File: config.mk
export PLATFORM = sky130hd
export DESIGN_NAME = piso_serial_tx
export DESIGN_NICKNAME = d
export VERILOG_FILES = /design/src/rtl/piso_serial_tx.sv
export SDC_FILE = /design/constraint.sdc
export NUM_CORES = 1
export LEC_CHECK = 0
export CAP_MARGIN = 20
export CORE_MARGIN = 2
export CORE_UTILIZATION = 54
export CTS_BUF_LIST = sky130_fd_sc_hd__clkbuf_4 sky130_fd_sc_hd__clkbuf_8
export DETAILED_ROUTE_END_ITERATION = 10
export PLACE_DENSITY = 0.79
export SLEW_MARGIN = 40
export SYNTH_ARGS = -nofsm -noshare
export SYNTH_HDL_FRONTEND = slang
export SYNTH_SLANG_ARGS = --single-unit
File: constraint.sdc
create_clock -name CK -period 2.2 [get_ports CK]
set_input_delay 0.33 -clock CK [delete_from_list [all_inputs] [get_ports CK]]
set_output_delay 0.33 -clock CK [all_outputs]
set_load 0.02 [all_outputs]
File: src/rtl/piso_serial_tx.sv
// piso_serial_tx: parallel-in/serial-out frame transmitter.
// Sends a start bit (0), WIDTH data bits LSB-first, then a stop bit (1).
// Each bit is held on Q for BIT_CYCLES clocks. The line idles high.
module piso_serial_tx #(
  parameter int WIDTH      = 8,
  parameter int BIT_CYCLES = 1
) (
  input  logic             CK,
  input  logic             RST,
  input  logic             LOAD,
  input  logic [WIDTH-1:0] DIN,
  output logic             Q,
  output logic             BUSY,
  output logic             DONE
);

  localparam int BW = $clog2(WIDTH) + 1;
  localparam int CW = $clog2(BIT_CYCLES) + 1;
  localparam logic [BW-1:0] BIT_LAST = BW'(WIDTH - 1);
  localparam logic [CW-1:0] CYC_LAST = CW'(BIT_CYCLES - 1);

  typedef enum logic [1:0] {
    S_IDLE,
    S_START,
    S_DATA,
    S_STOP
  } state_t;

  state_t           r_state, w_state;
  logic [WIDTH-1:0] r_shift, w_shift;
  logic [BW-1:0]    r_bit,   w_bit;
  logic [CW-1:0]    r_cyc,   w_cyc;
  logic             r_q,     w_q;
  logic             r_busy,  w_busy;
  logic             r_done,  w_done;
  logic             w_bit_end;

  // State register: every frame-related flop, cleared asynchronously.
  always_ff @(posedge CK or posedge RST) begin
    // NOTE: the shift register is reset too, so that a frame abandoned by RST
    // leaves no stale data behind and every flop starts from a known value.
    if (RST) begin
      r_state <= S_IDLE;
      r_shift <= '0;
      r_bit   <= '0;
      r_cyc   <= '0;
      r_q     <= 1'b1;
      r_busy  <= 1'b0;
      r_done  <= 1'b0;
    end else begin
      // NOTE: non-blocking assignments, so that every flop samples the
      // values present before the edge, whatever order the lines are in.
      r_state <= w_state;
      r_shift <= w_shift;
      r_bit   <= w_bit;
      r_cyc   <= w_cyc;
      r_q     <= w_q;
      r_busy  <= w_busy;
      r_done  <= w_done;
    end
  end

  // Next-state logic: bit timing, frame sequencing and the registered outputs.
  always_comb begin
    // NOTE: every output is given a default first (hold, or DONE low). A path
    // that left one unassigned would infer a latch.
    w_state   = r_state;
    w_shift   = r_shift;
    w_bit     = r_bit;
    w_cyc     = r_cyc;
    w_q       = r_q;
    w_busy    = r_busy;
    w_done    = 1'b0;
    w_bit_end = (r_cyc == CYC_LAST);

    if (r_state == S_IDLE) begin
      w_q = 1'b1;
      if (LOAD) begin
        w_shift = DIN;
        w_q     = 1'b0;
        w_busy  = 1'b1;
        w_cyc   = '0;
        w_state = S_START;
      end
    end else if (!w_bit_end) begin
      w_cyc = r_cyc + CW'(1);
    end else begin
      w_cyc = '0;
      case (r_state)
        S_START: begin
          w_q     = r_shift[0];
          w_bit   = '0;
          w_state = S_DATA;
        end
        S_DATA: begin
          if (r_bit < BIT_LAST) begin
            w_shift = r_shift >> 1;
            w_q     = w_shift[0];
            w_bit   = r_bit + BW'(1);
          end else begin
            w_q     = 1'b1;
            w_state = S_STOP;
          end
        end
        S_STOP: begin
          w_busy  = 1'b0;
          w_done  = 1'b1;
          w_state = S_IDLE;
        end
        default: w_state = S_IDLE;
      endcase
    end
  end

  assign Q    = r_q;
  assign BUSY = r_busy;
  assign DONE = r_done;

endmodule
==> results.sh <==
export IMPL_area_growth_pct=18.0
export IMPL_power_density_nw_per_um2=1480
export IMPL_syn_avg_cell_area_um2=12.1
export IMPL_outcome="finished, final reports clean"
export IMPL_core_area_um2=1540
export IMPL_dpl_hpwl_um=1240
export IMPL_die_area_um2=2030
export IMPL_cts_tree="done"
export IMPL_finalPower_mw=1.59
export IMPL_htree_levels=1
export IMPL_synth_cell_types=26
export IMPL_met3_usage_pct=3.60
export IMPL_fin_nets=108
export IMPL_cts_repair_resized=0
export IMPL_critical_path_max_stage_delay_ns=0.44
export IMPL_endpoint_kind="register"
export IMPL_setup_tns_ns=0
export IMPL_post_cts_buffers=0
export IMPL_min_period_ns=1.94
export IMPL_synth_edf_count=0
export IMPL_finalSetupViolCount=0
export IMPL_port_buffers=13
export IMPL_dieHeight_um=45.1
export IMPL_cp_start_kind="register"
export IMPL_vias_per_cell=5.59
export IMPL_synth_flop_cell="dfrtp_1"
export IMPL_startpoint="r_state[0]"
export IMPL_synth_async_sr_flop_share_pct=100
export IMPL_clock_sinks=17
export IMPL_rows=14
export IMPL_start_util_pct=59.1
export IMPL_met1_usage_pct=24.7
export IMPL_pin_count=14
export IMPL_wl_per_cell_um=14.7
export IMPL_wirelength_um=1560
export IMPL_overflow=0
export IMPL_fin_util_pct=69.7
export IMPL_cp_arrival_ns=2.12
export IMPL_crit_fanout=11
export IMPL_fmax_mhz=515
export IMPL_rsz0062_at_grt="no"
export IMPL_finalCritPeriodShare_pct=88.3
export IMPL_cap_violations=0
export IMPL_ctsHoldBuffers=0
export IMPL_clk_pin_slew_ns=0.10
export IMPL_ir_drop_mv=0.993
export IMPL_grt_usage_pct=18.8
export IMPL_crit_path_cell_trace="inv_1 -> ha_1 -> buf_4 -> mux2_2 -> mux2_2"
export IMPL_drive_above_1_share_pct=26.7
export IMPL_r2r_start="r_state[0]"
export IMPL_hold_viol_final=0
export IMPL_slew_viol_final=0
export IMPL_detail_route_antenna_nets=0
export IMPL_grt_pass1_vias=623
export IMPL_synth_warnings=0
export IMPL_root_buffer="clkbuf_4"
export IMPL_drc=0
export IMPL_diodes=0
export IMPL_clock_skew_ns=0.00242
export IMPL_leakage_nw=0.478
export IMPL_synth_seq_area_share_pct=46.8
export IMPL_use_met2_pct=30.6
export IMPL_die_w_um=45.1
export IMPL_synth_nets=92
export IMPL_worst_pin_slew_ns=0.614
export IMPL_cts_path_max_buffers=2
export IMPL_grt_pass1_wl_um=2710
export IMPL_vias=593
export IMPL_maxSlewHeadroom_pct=59.0
export IMPL_cp_required_ns=2.38
export IMPL_hold_path_class="in -> async"
export IMPL_top_usage_layer="met2"
export IMPL_netlist_instances=75
export IMPL_reg2reg_depth=5
export IMPL_drtIter0Drc=10
export IMPL_cpMaxStageDelayCell="dfrtp_1"
export IMPL_path_class="reg -> reg"
export IMPL_grt_max_degree=18
export IMPL_dr_pass1_iters=4
export IMPL_cts_made_buffers=3
export IMPL_cpMostUsedCell="mux2_2"
export IMPL_clock_latency_ns=0.28
export IMPL_synth_seq_cells=17
export IMPL_antenna_found_initial=0
export IMPL_gp_congestion=0.757
export IMPL_synthesis_area_um2=911
worst max-delay path, delay by kind of cell, from the launching register on:
kind / cells / cell delay [ns]
muxes: 2 / 0.61
DFF: 1 / 0.44
adders and majority gates: 1 / 0.43
buffers and inverters: 2 / 0.37
cell usage in the layout, fill, tap and decap left out:
master,instances
clkdlybuf4s50_1,13
nand2b_1,1
clkbuf_4,3
ha_1,6
a22o_1,1
mux2_2,15
dfstp_2,1
clkinv_2,1
nor2b_1,1
nor2_1,2
dfrtp_1,16
o21ai_0,4
nor4bb_1,1
inv_1,4
buf_4,1
and2_1,1
a211oi_1,1
a21boi_4,1
nand3b_1,1
or3b_2,1
mux2i_1,1
a32o_1,1
nand3_1,2
nand2_1,5
o21a_1,1
a21oi_1,3
nor3_1,1
a211oi_4,1
area by class of cell:
type	count	area, µm²
clock buffers	3	22.5
clock inverters	1	5.00
fillers	116	467
inverters	4	15.0
multi-input cells	51	448
flip-flops and latches	17	427
well taps	16	20.0
repair buffers	14	138
logic make-up (layout without fill, tap and decap cells):
logic type	Yosys count	in the layout	synth area share [%]
buffers and inverters	7	22	3.98
and+or+nand+nor	16	16	9.48
adders and majority gates	6	6	8.24
DFF	17	17	46.8
AOI/OAI and AO/OA	13	13	11.8
muxes	16	16	19.6
final timing paths:
| path | endpoint | slack, ns |
|---|---|---|
| max | r_shift[1] | 0.26 |
| min | r_shift[1] | 0.41 |
| max reg2reg | r_shift[1] | 0.26 |
| min reg2reg | r_shift[5] | 0.51 |
| max in group asynchronous | r_shift[7] | 1.40 |
| min in group CK | r_shift[5] | 0.51 |
report_power, final:
group | switching [mW] | internal [mW] | total (mW)
registers | 0.0997 | 0.468 | 0.567
clock network | 0.0959 | 0.0675 | 0.163
logic | 0.399 | 0.461 | 0.860
total | 0.595 | 0.996 | 1.59
per-layer routing:
| layer | share of wire, % | up-vias | wire (µm) |
|---|---|---|---|
| li1 | - | 294 | - |
| met1 | 46 | 284 | 717 |
| met2 | 51 | 13 | 790 |
| met3 | 2.6 | 2 | 40 |
| met4 | 0.64 | 0 | 10 |
| met5 | 0 | - | 0 |
through the flow:
step | instances | hold WS, ns | area [µm²] | worst slack, ns
floorplan | 75 | 0.255 | 911 | 0.549
global placement | 102 | 0.482 | 1050 | 0.338
detailed placement | 102 | 0.490 | 1050 | 0.269
CTS | 106 | 0.435 | 1070 | 0.259
global route | 106 | 0.488 | 1070 | 0.148
finish | 106 | 0.409 | 1070 | 0.258
flip-flops by register name, indices dropped and copies added (netlist names):
name     count
BUSY         1
DONE         1
Q            1
r_bit        4
r_shift      8
r_state      2
Yosys cell counts, types with 2 or more instances:
master / number / area share [%]
a21oi_1: 3 / 1.6
buf_2: 2 / 1.1
dfrtp_1: 16 / 44
ha_1: 6 / 8.2
inv_1: 4 / 1.6
mux2_2: 15 / 19
nand2_1: 5 / 2.1
nand3_1: 2 / 1.1
nor2_1: 2 / 0.82
o21ai_0: 4 / 2.2
Power figures use the tool's default switching activity.
